==> src/rtl/shift_pkg.sv <==
// Shared operation codes and pipeline-geometry helpers for the barrel shifter.
package shift_pkg;

    typedef enum logic [2:0] {
        SHIFT_SLL = 3'd0,
        SHIFT_SRL = 3'd1,
        SHIFT_SRA = 3'd2,
        SHIFT_ROL = 3'd3,
        SHIFT_ROR = 3'd4
    } shift_op_t;

    function automatic int num_groups(input int shamt_w, input int reg_every);
        return (shamt_w + reg_every - 1) / reg_every;
    endfunction

    // Register stages between input and output transfer, i.e. the latency in cycles.
    function automatic int num_regs(input int shamt_w, input int reg_every, input bit out_reg);
        return num_groups(shamt_w, reg_every) - 1 + (out_reg ? 1 : 0);
    endfunction

endpackage

==> src/rtl/shift_pipe_if.sv <==
// Streaming shift-unit bus: request side (op, amount, operand, tag) and result side.
interface shift_pipe_if #(
    parameter int WIDTH   = 64,
    parameter int TAG_W   = 4,
    parameter int SHAMT_W = $clog2(WIDTH)
);
    logic               in_valid_i;
    logic               in_ready_o;
    logic [2:0]         op_i;
    logic [SHAMT_W-1:0] shift_i;
    logic [WIDTH-1:0]   data_i;
    logic [TAG_W-1:0]   tag_i;
    logic               out_valid_o;
    logic               out_ready_i;
    logic [WIDTH-1:0]   data_o;
    logic [TAG_W-1:0]   tag_o;

    modport master (
        output in_valid_i, op_i, shift_i, data_i, tag_i, out_ready_i,
        input  in_ready_o, out_valid_o, data_o, tag_o
    );

    modport slave (
        input  in_valid_i, op_i, shift_i, data_i, tag_i, out_ready_i,
        output in_ready_o, out_valid_o, data_o, tag_o
    );
endinterface

==> src/rtl/shift_stage.sv <==
// One group of NLVL mux levels starting at level BASE, optionally followed by a
// valid/ready register that loads whenever it is empty or its content leaves.
module shift_stage
    import shift_pkg::*;
#(
    parameter int WIDTH      = 64,
    parameter int TAG_W      = 4,
    parameter int SHAMT_W    = $clog2(WIDTH),
    parameter int BASE       = 0,
    parameter int NLVL       = 2,
    parameter bit REGISTERED = 1'b1
) (
    input  logic               clk_i,
    input  logic               rst_i,
    input  logic               i_vld,
    output logic               o_rdy,
    input  logic [2:0]         i_op,
    input  logic [SHAMT_W-1:0] i_sh,
    input  logic               i_sgn,
    input  logic [WIDTH-1:0]   i_dat,
    input  logic [TAG_W-1:0]   i_tag,
    output logic               o_vld,
    input  logic               i_rdy,
    output logic [2:0]         o_op,
    output logic [SHAMT_W-1:0] o_sh,
    output logic               o_sgn,
    output logic [WIDTH-1:0]   o_dat,
    output logic [TAG_W-1:0]   o_tag
);

    // Moves d by a (a power of two below WIDTH); SRA fills with the carried sign.
    function automatic logic [WIDTH-1:0] level(input logic [WIDTH-1:0] d, input logic [2:0] op,
                                               input logic sgn, input int a);
        logic [WIDTH-1:0] ones;
        ones = '1;
        case (op)
            SHIFT_SLL: return d << a;
            SHIFT_SRL: return d >> a;
            SHIFT_SRA: return (d >> a) | (sgn ? ~(ones >> a) : '0);
            SHIFT_ROL: return (d << a) | (d >> (WIDTH - a));
            SHIFT_ROR: return (d >> a) | (d << (WIDTH - a));
            default:   return d;
        endcase
    endfunction

    logic [WIDTH-1:0] w_dat;

    always_comb begin
        w_dat = i_dat;
        for (int k = 0; k < NLVL; k++) begin
            if (i_sh[BASE+k]) w_dat = level(w_dat, i_op, i_sgn, 1 << (BASE + k));
        end
    end

    if (REGISTERED) begin : g_reg
        logic               r_vld;
        logic [2:0]         r_op;
        logic [SHAMT_W-1:0] r_sh;
        logic               r_sgn;
        logic [WIDTH-1:0]   r_dat;
        logic [TAG_W-1:0]   r_tag;

        assign o_rdy = !r_vld || i_rdy;

        always_ff @(posedge clk_i) begin
            if (rst_i) begin
                r_vld <= 1'b0;
                r_op  <= SHIFT_SLL;
                r_sh  <= '0;
                r_sgn <= 1'b0;
                r_dat <= '0;
                r_tag <= '0;
            end else if (o_rdy) begin
                r_vld <= i_vld;
                if (i_vld) begin
                    r_op  <= i_op;
                    r_sh  <= i_sh;
                    r_sgn <= i_sgn;
                    r_dat <= w_dat;
                    r_tag <= i_tag;
                end
            end
        end

        assign o_vld = r_vld;
        assign o_op  = r_op;
        assign o_sh  = r_sh;
        assign o_sgn = r_sgn;
        assign o_dat = r_dat;
        assign o_tag = r_tag;
    end else begin : g_comb
        assign o_rdy = i_rdy;
        assign o_vld = i_vld;
        assign o_op  = i_op;
        assign o_sh  = i_sh;
        assign o_sgn = i_sgn;
        assign o_dat = w_dat;
        assign o_tag = i_tag;
    end

endmodule

==> src/rtl/shift_pipe.sv <==
// Pipelined barrel shifter (SLL/SRL/SRA/ROL/ROR), latency num_regs() cycles, 1 op/clk.
// Stalls collapse bubbles stage by stage; in_ready_o follows out_ready_i combinationally.
module shift_pipe
    import shift_pkg::*;
#(
    parameter int WIDTH     = 64,
    parameter int REG_EVERY = 2,
    parameter bit OUT_REG   = 1'b1,
    parameter int TAG_W     = 4
) (
    input  logic         clk_i,
    input  logic         rst_i,
    shift_pipe_if.slave  bus
);

    localparam int SHAMT_W = $clog2(WIDTH);
    localparam int NGRP    = num_groups(SHAMT_W, REG_EVERY);
    localparam int LAT     = num_regs(SHAMT_W, REG_EVERY, OUT_REG);

    logic               w_vld [0:NGRP];
    logic               w_rdy [0:NGRP];
    logic [2:0]         w_op  [0:NGRP];
    logic [SHAMT_W-1:0] w_sh  [0:NGRP];
    logic               w_sgn [0:NGRP];
    logic [WIDTH-1:0]   w_dat [0:NGRP];
    logic [TAG_W-1:0]   w_tag [0:NGRP];

    // Undefined op codes enter as zero data so every level keeps them zero.
    assign w_vld[0] = bus.in_valid_i && !rst_i;
    assign w_op[0]  = bus.op_i;
    assign w_sh[0]  = bus.shift_i;
    assign w_dat[0] = (bus.op_i <= SHIFT_ROR) ? bus.data_i : '0;
    assign w_sgn[0] = w_dat[0][WIDTH-1];
    assign w_tag[0] = bus.tag_i;
    assign w_rdy[NGRP] = bus.out_ready_i;

    for (genvar g = 0; g < NGRP; g++) begin : g_grp
        localparam int BASE = g * REG_EVERY;
        localparam int NLVL = (SHAMT_W - BASE < REG_EVERY) ? (SHAMT_W - BASE) : REG_EVERY;
        localparam bit REGD = (g < NGRP - 1) || OUT_REG;

        shift_stage #(
            .WIDTH(WIDTH), .TAG_W(TAG_W), .SHAMT_W(SHAMT_W),
            .BASE(BASE), .NLVL(NLVL), .REGISTERED(REGD)
        ) u_stage (
            .clk_i (clk_i),
            .rst_i (rst_i),
            .i_vld (w_vld[g]),
            .o_rdy (w_rdy[g]),
            .i_op  (w_op[g]),
            .i_sh  (w_sh[g]),
            .i_sgn (w_sgn[g]),
            .i_dat (w_dat[g]),
            .i_tag (w_tag[g]),
            .o_vld (w_vld[g+1]),
            .i_rdy (w_rdy[g+1]),
            .o_op  (w_op[g+1]),
            .o_sh  (w_sh[g+1]),
            .o_sgn (w_sgn[g+1]),
            .o_dat (w_dat[g+1]),
            .o_tag (w_tag[g+1])
        );
    end

    assign bus.in_ready_o  = w_rdy[0] && !rst_i;
    assign bus.out_valid_o = w_vld[NGRP] && !rst_i;
    assign bus.data_o      = rst_i ? '0 : w_dat[NGRP];
    assign bus.tag_o       = rst_i ? '0 : w_tag[NGRP];

endmodule

==> src/flat_wrapper.sv <==
// flat-port wrapper written by rule: the top's interface ports become plain ports
module shift_pipe_flat import shift_pkg::*;
#(
    parameter int WIDTH     = 64,
    parameter int REG_EVERY = 2,
    parameter bit OUT_REG   = 1'b1,
    parameter int TAG_W     = 4
)
  (clk_i, rst_i, bus_in_valid_i, bus_op_i, bus_shift_i, bus_data_i, bus_tag_i, bus_out_ready_i, bus_in_ready_o, bus_out_valid_o, bus_data_o, bus_tag_o);
  shift_pipe_if #(.WIDTH(WIDTH), .TAG_W(TAG_W)) bus_i ();
  input  logic clk_i;
  input  logic rst_i;
  input wire logic [$bits(bus_i.in_valid_i)-1:0] bus_in_valid_i;
  input wire logic [$bits(bus_i.op_i)-1:0] bus_op_i;
  input wire logic [$bits(bus_i.shift_i)-1:0] bus_shift_i;
  input wire logic [$bits(bus_i.data_i)-1:0] bus_data_i;
  input wire logic [$bits(bus_i.tag_i)-1:0] bus_tag_i;
  input wire logic [$bits(bus_i.out_ready_i)-1:0] bus_out_ready_i;
  output wire logic [$bits(bus_i.in_ready_o)-1:0] bus_in_ready_o;
  output wire logic [$bits(bus_i.out_valid_o)-1:0] bus_out_valid_o;
  output wire logic [$bits(bus_i.data_o)-1:0] bus_data_o;
  output wire logic [$bits(bus_i.tag_o)-1:0] bus_tag_o;
  assign bus_i.in_valid_i = bus_in_valid_i;
  assign bus_i.op_i = bus_op_i;
  assign bus_i.shift_i = bus_shift_i;
  assign bus_i.data_i = bus_data_i;
  assign bus_i.tag_i = bus_tag_i;
  assign bus_i.out_ready_i = bus_out_ready_i;
  assign bus_in_ready_o = bus_i.in_ready_o;
  assign bus_out_valid_o = bus_i.out_valid_o;
  assign bus_data_o = bus_i.data_o;
  assign bus_tag_o = bus_i.tag_o;
  shift_pipe #(.WIDTH(WIDTH), .REG_EVERY(REG_EVERY), .OUT_REG(OUT_REG), .TAG_W(TAG_W)) u_core (.clk_i(clk_i), .rst_i(rst_i), .bus(bus_i));
endmodule
==> config.mk <==
export PLATFORM = sky130hd
export DESIGN_NAME = shift_pipe_flat
export DESIGN_NICKNAME = d
export VERILOG_FILES = /design/src/rtl/shift_pkg.sv /design/src/rtl/shift_pipe_if.sv /design/src/rtl/shift_stage.sv /design/src/rtl/shift_pipe.sv /design/src/flat_wrapper.sv
export SDC_FILE = /design/constraint.sdc
export NUM_CORES = 1
export LEC_CHECK = 0
export BUFFER_PORTS_ARGS = -buffer_cell sky130_fd_sc_hd__buf_2
export CORE_AREA = 2 2 201 203
export CTS_BUF_LIST = sky130_fd_sc_hd__clkbuf_16
export DETAILED_ROUTE_END_ITERATION = 16
export DIE_AREA = 0 0 203 205
export GPL_TIMING_DRIVEN = 1
export MAX_ROUTING_LAYER = met4
export PLACE_DENSITY_LB_ADDON = 0.2
export SLEW_MARGIN = 20
export SYNTH_ARGS = -nofsm -noshare
export SYNTH_HDL_FRONTEND = slang
export SYNTH_HIERARCHICAL = 1
export SYNTH_SLANG_ARGS = --single-unit
==> constraint.sdc <==
create_clock -name clk_i -period 2.25 [get_ports clk_i]
set_input_delay 0.225 -clock clk_i [delete_from_list [all_inputs] [get_ports clk_i]]
set_output_delay 0.225 -clock clk_i [all_outputs]
set_load 0.01 [all_outputs]
## Word-level counts from Yosys, hierarchy flattened

Cells that the tools add are included.

| word-level totals | value |
|---|---|
| output and inout port bits | 70 |
| input port bits | 81 |
| bits in registers | 227 |

| cells by class | value |
|---|---|
| equality and inequality tests | 12 |
| bitwise logic cells | 17 |
| order comparisons | 1 |
| reduce and logical (&&, ||, !) cells | 17 |
| mux-type cells | 21 |

Operators with widths:

| kind | count |
|---|---|
| $pmux W64 S5 | 5 |
| $mux W64 | 14 |
| $pmux W64 S4 | 1 |
| $or A32 B64 Y64 | 2 |
| $or A48 B64 Y64 | 2 |
| $or A56 B64 Y64 | 2 |
| $or A60 B64 Y64 | 2 |
| $or A62 B64 Y64 | 2 |
| $or A63 B64 Y64 | 2 |
| $or A64 B1 Y64 | 1 |
| $or A64 B16 Y64 | 1 |
| $or A64 B2 Y64 | 1 |
| $or A64 B4 Y64 | 1 |
| $or A64 B8 Y64 | 1 |
| $eq A3 B2 Y1 const B | 6 |
| $eq A3 B1 Y1 const B | 3 |
| $eq A3 B3 Y1 const B | 3 |
| $logic_not A3 Y1 | 3 |
| $reduce_and A2 Y1 | 3 |
| $logic_not A1 Y1 | 4 |
| $mux W4 | 1 |
| $le A3 B3 Y1 const B | 1 |
| $logic_and A1 B1 Y1 | 3 |
| $logic_or A1 B1 Y1 | 3 |
| $reduce_or A2 Y1 | 1 |

## Depth between registers and ports, before layout

| depth | value |
|---|---|
| word-level depth | 9 |
| mapped depth | 10 |
| depth with buffers taken out | 7 |

## Cells and area by module

Netlist, hierarchy kept.

By module, submodules not included:

| module | cells an instance | times used | area an instance (µm²) |
|---|---|---|---|
| shift_stage (u_core.g_grp[0].u_stage) | 813 | 1 | 6301.0 |
| shift_stage (u_core.g_grp[1].u_stage) | 765 | 1 | 5989.5 |
| shift_stage (u_core.g_grp[2].u_stage) | 652 | 1 | 5052.3 |
| shift_pipe | 149 | 1 | 982.2 |

## Least setup slack after synthesis

No wires, ideal clock.

| timing path | value |
|---|---|
| kind | register to register |
| from | register u_core.g_grp[0].u_stage.g_reg.r_op[0] |
| to | register u_core.g_grp[1].u_stage.g_reg.r_dat[44] |
| stages on the path, launching flop included | 8 |
| path slack | 0.125 ns |
| arrival time | 2.025 ns |
| period minus slack after synthesis | 2.125 ns |
| setup time | 0.100 ns |
| buffers on the path | 2 |
| path through | dfxtp_1 -> buf_2 -> buf_2 -> nor4b_1 -> a221o_1 -> or3_4 -> o221a_4 -> a2111oi_4 |

| on the way | value |
|---|---|
| cells in the longest elaborated chain, start to end | 6 |

Ends and longest elaborated chain:

| element | RTL line | source |
|---|---|---|
| start: declaration | shift_stage.sv:57 | `logic [2:0] r_op;` |
| start signal: assignment | shift_stage.sv:76 | `r_op <= i_op;` |
| $eq A3 B3 Y1, or another cell as far along | shift_stage.sv:36 | `case (op)` |
| $pmux W64 S5 | shift_stage.sv:36 |  |
| $mux W64 | shift_stage.sv:51 | `if (i_sh[BASE+k]) w_dat = level(w_dat, i_op, i_sgn, 1 << (BASE + k));` |
| $or A56 B64 Y64, or another cell as far along | shift_stage.sv:41 | `SHIFT_ROR: return (d >> a) \| (d << (WIDTH - a));` |
| $pmux W64 S5 | shift_stage.sv:36 |  |
| $mux W64 (*) | shift_stage.sv:51 |  |
| end signal: assignment | shift_stage.sv:79 | `r_dat <= w_dat;` |
| end: declaration | shift_stage.sv:60 | `logic [WIDTH-1:0] r_dat;` |

Mark *: on every way between the ends. The rest lies on a longest branch, timed or not.
A chain may end at the register's enable or synchronous reset.

## Final worst setup path

| timing path | value |
|---|---|
| from | register u_core.g_grp[0].u_stage.g_reg.r_op[1] |
| to | register u_core.g_grp[1].u_stage.g_reg.r_dat[40] |

The elaborated chain is that of the path after synthesis.

==> impl_metrics.toml <==
[power]
irDropWorstVdd_mv = 0.478
power.leakage_nw = 7.95
finalPower_w = 0.0114
cellPowerDensity_nw_per_um2 = 529

[layout]
fillers = 3795
mostFrequentLayoutCells = "a21oi_1 (243), buf_4 (236), dfxtp_1 (217), nand2_1 (194), buf_2 (149)"
syn_to_final_growth_pct = 21.3
final_core_util = 0.549
final_common_cell = "a21oi_1"
drive_above_1_share = 0.265
nets = 2606

[placed_design]
place_congestion = 1.01
numPortBuffers = 150
hpwl_um = 57500

[global_route]
grtUsageMet3 = 0.0412
use_met2 = 0.586
grt_pass1_vias = 19000
grt-ovfl-total = 0
track_usage = 0.368
grt_max_degree = 64
grt_pass1_wl_um = 117000
met1_usage = 0.457
busiest_layer = "met2"
antenna_found_initial = 1

[clock_network]
clk_pin_slew_ns = 0.06
cts.sinks = 221
cts_tree = "built"
cts-root-buf = "clkbuf_16"
clk_latency_ns = 0.54
cts_max_level = 1
cts_buffers = 25
clockBufferDepth = 3

[status]
status = "finished, final reports clean"

[timing]
min_period_over_period = 0.993
period_needed_ns = 2.23
whs_ns = 0.0713
maxSlewHeadroom = 0.491
slew_viol_final = 0
finClkSkew_ns = 0.0132
tightest_slew_ns = 0.757
finalSetupViolations = 0
fmax_mhz = 448
hold_viol_final = 0

[worst_setup_path]
arrival_ns = 2.65
cp-end-kind = "flop"
path_common_cell = "buf_4"
worstSetupPathDepth = 9
crit_type = "flop to flop"
cp_top_family = "compound AO/OA/AOI/OAI gates"
critical_path.startpoint = "u_core/g_grp[0].u_stage/o_op[1]"
timing.rr.end = "u_core/g_grp[1].u_stage/o_dat[40]"
crit_path_end = "u_core/g_grp[1].u_stage/o_dat[40]"
reg2reg_setup_slack_ns = 0.02
path_max_fanout = 9
crit_chain = "buf_4 -> xnor2_4 -> buf_4 -> buf_12 -> buf_4 -> mux2i_1 -> o221a_2 -> a221oi_1 -> a2111oi_1"
cp_slowest_stage_delay_ns = 0.37
cp_slowest_cell = "dfxtp_4"
ff2ff_path_depth = 9
cp_num_buf_inv = 4
r2r-start = "u_core/g_grp[0].u_stage/o_op[1]"
startpoint_type = "flop"
required_ns = 2.67

[drt]
wl_per_cell_um = 25.1
vias = 20400
via_per_inst = 6.66
firstDrtPassIters = 7
drc = 0
antenna_left = 0
totalWireLength_um = 76800
drtIter0Drc = 2360

[yosys]
syn_nets = 2396
synthCells = 2315
yosysWarnings = 6
syn_area_sq_um = 17800
synth.avg_cell_area_sq_um = 7.69

[floorplan]
row_count = 73
start_util = 0.452
die_y_um = 205
design.die.area_sq_um = 41600
ios = 151
die_w_um = 203
coreArea_sq_um = 39400

[hold_path]
hold_depth = 3
min_path_type = "input pin to flop"

[run]
cap_violations = 0
registers in the layout, indices dropped and copies added, names as in the netlist:
register,cells
u_core/g_grp.u_stage/o_op,6
u_core/g_grp.u_stage/o_vld,3
u_core/g_grp.u_stage/o_dat,192
u_core/g_grp.u_stage/o_sh,6
u_core/g_grp.u_stage/o_sgn,2
u_core/g_grp.u_stage/o_tag,12
per-layer routing:
metal	vias to the layer above	part of all wire	wire length (um)
li1	9310	-	-
met1	9781	0.40	31000
met4	0	0.064	4890
met3	249	0.072	5500
met5	-	0	0
met2	1073	0.46	35400
layout make-up:
class / instances / area, sq um / area share
Multi-Input combinational cell: 1794 / 12200 / 0.564
Sequential cell: 221 / 4430 / 0.205
Timing Repair Buffer: 438 / 3450 / 0.160
Tap cell: 525 / 657 / 0.0304
Clock buffer: 25 / 626 / 0.0290
Inverter: 45 / 169 / 0.00782
Clock inverter: 16 / 93.8 / 0.00434
Antenna cell: 1 / 2.50 / 0.000116
how the worst min path moves through the flow:
stage	start	to
after detailed placement	u_core/g_grp[2].u_stage/o_dat[13]	u_core/g_grp[2].u_stage/o_dat[13]
after global placement	u_core/g_grp[2].u_stage/o_tag[0]	u_core/g_grp[2].u_stage/o_tag[0]
final	bus_out_ready_i	u_core/g_grp[2].u_stage/o_vld
after CTS	bus_in_valid_i	u_core/g_grp[0].u_stage/o_vld
after floorplan	bus_shift_i[4]	u_core/g_grp[0].u_stage/o_sh[4]
after global routing	bus_out_ready_i	u_core/g_grp[2].u_stage/o_vld
per-stage QoR:
step | cells | setup TNS, ns | area (sq um) | worst slack [ns]
floorplan | 2315 | 0 | 17800 | 0.125
global placement | 2998 | -0.560 | 20400 | -0.168
detailed placement | 2998 | -1.19 | 20400 | -0.254
CTS | 3048 | -0.242 | 21300 | -0.0958
global route | 3065 | -0.0614 | 21600 | -0.0180
finish | 3065 | 0 | 21600 | 0.0160
worst min-delay path, stage by stage:
cell and delay [ns]:
buf_2 0.07, nand2b_1 0.17, a21oi_1 0.09
timing repair:
action,4_1_cts,5_1_grt
gates resized for setup,8,39
hold buffers,9,0
endpoints found under the setup margin,8,46
cloned,0,1
hold endpoints to repair,9,0
setup buffers,0,15
pin swaps,1,7
power breakdown:
part	switching, W	total (W)	internal, W
combinational	0.00193	0.00327	0.00133
clock	0.00166	0.00376	0.00210
sequential	0.000301	0.00439	0.00409
(Power assumes the default switching activity.)
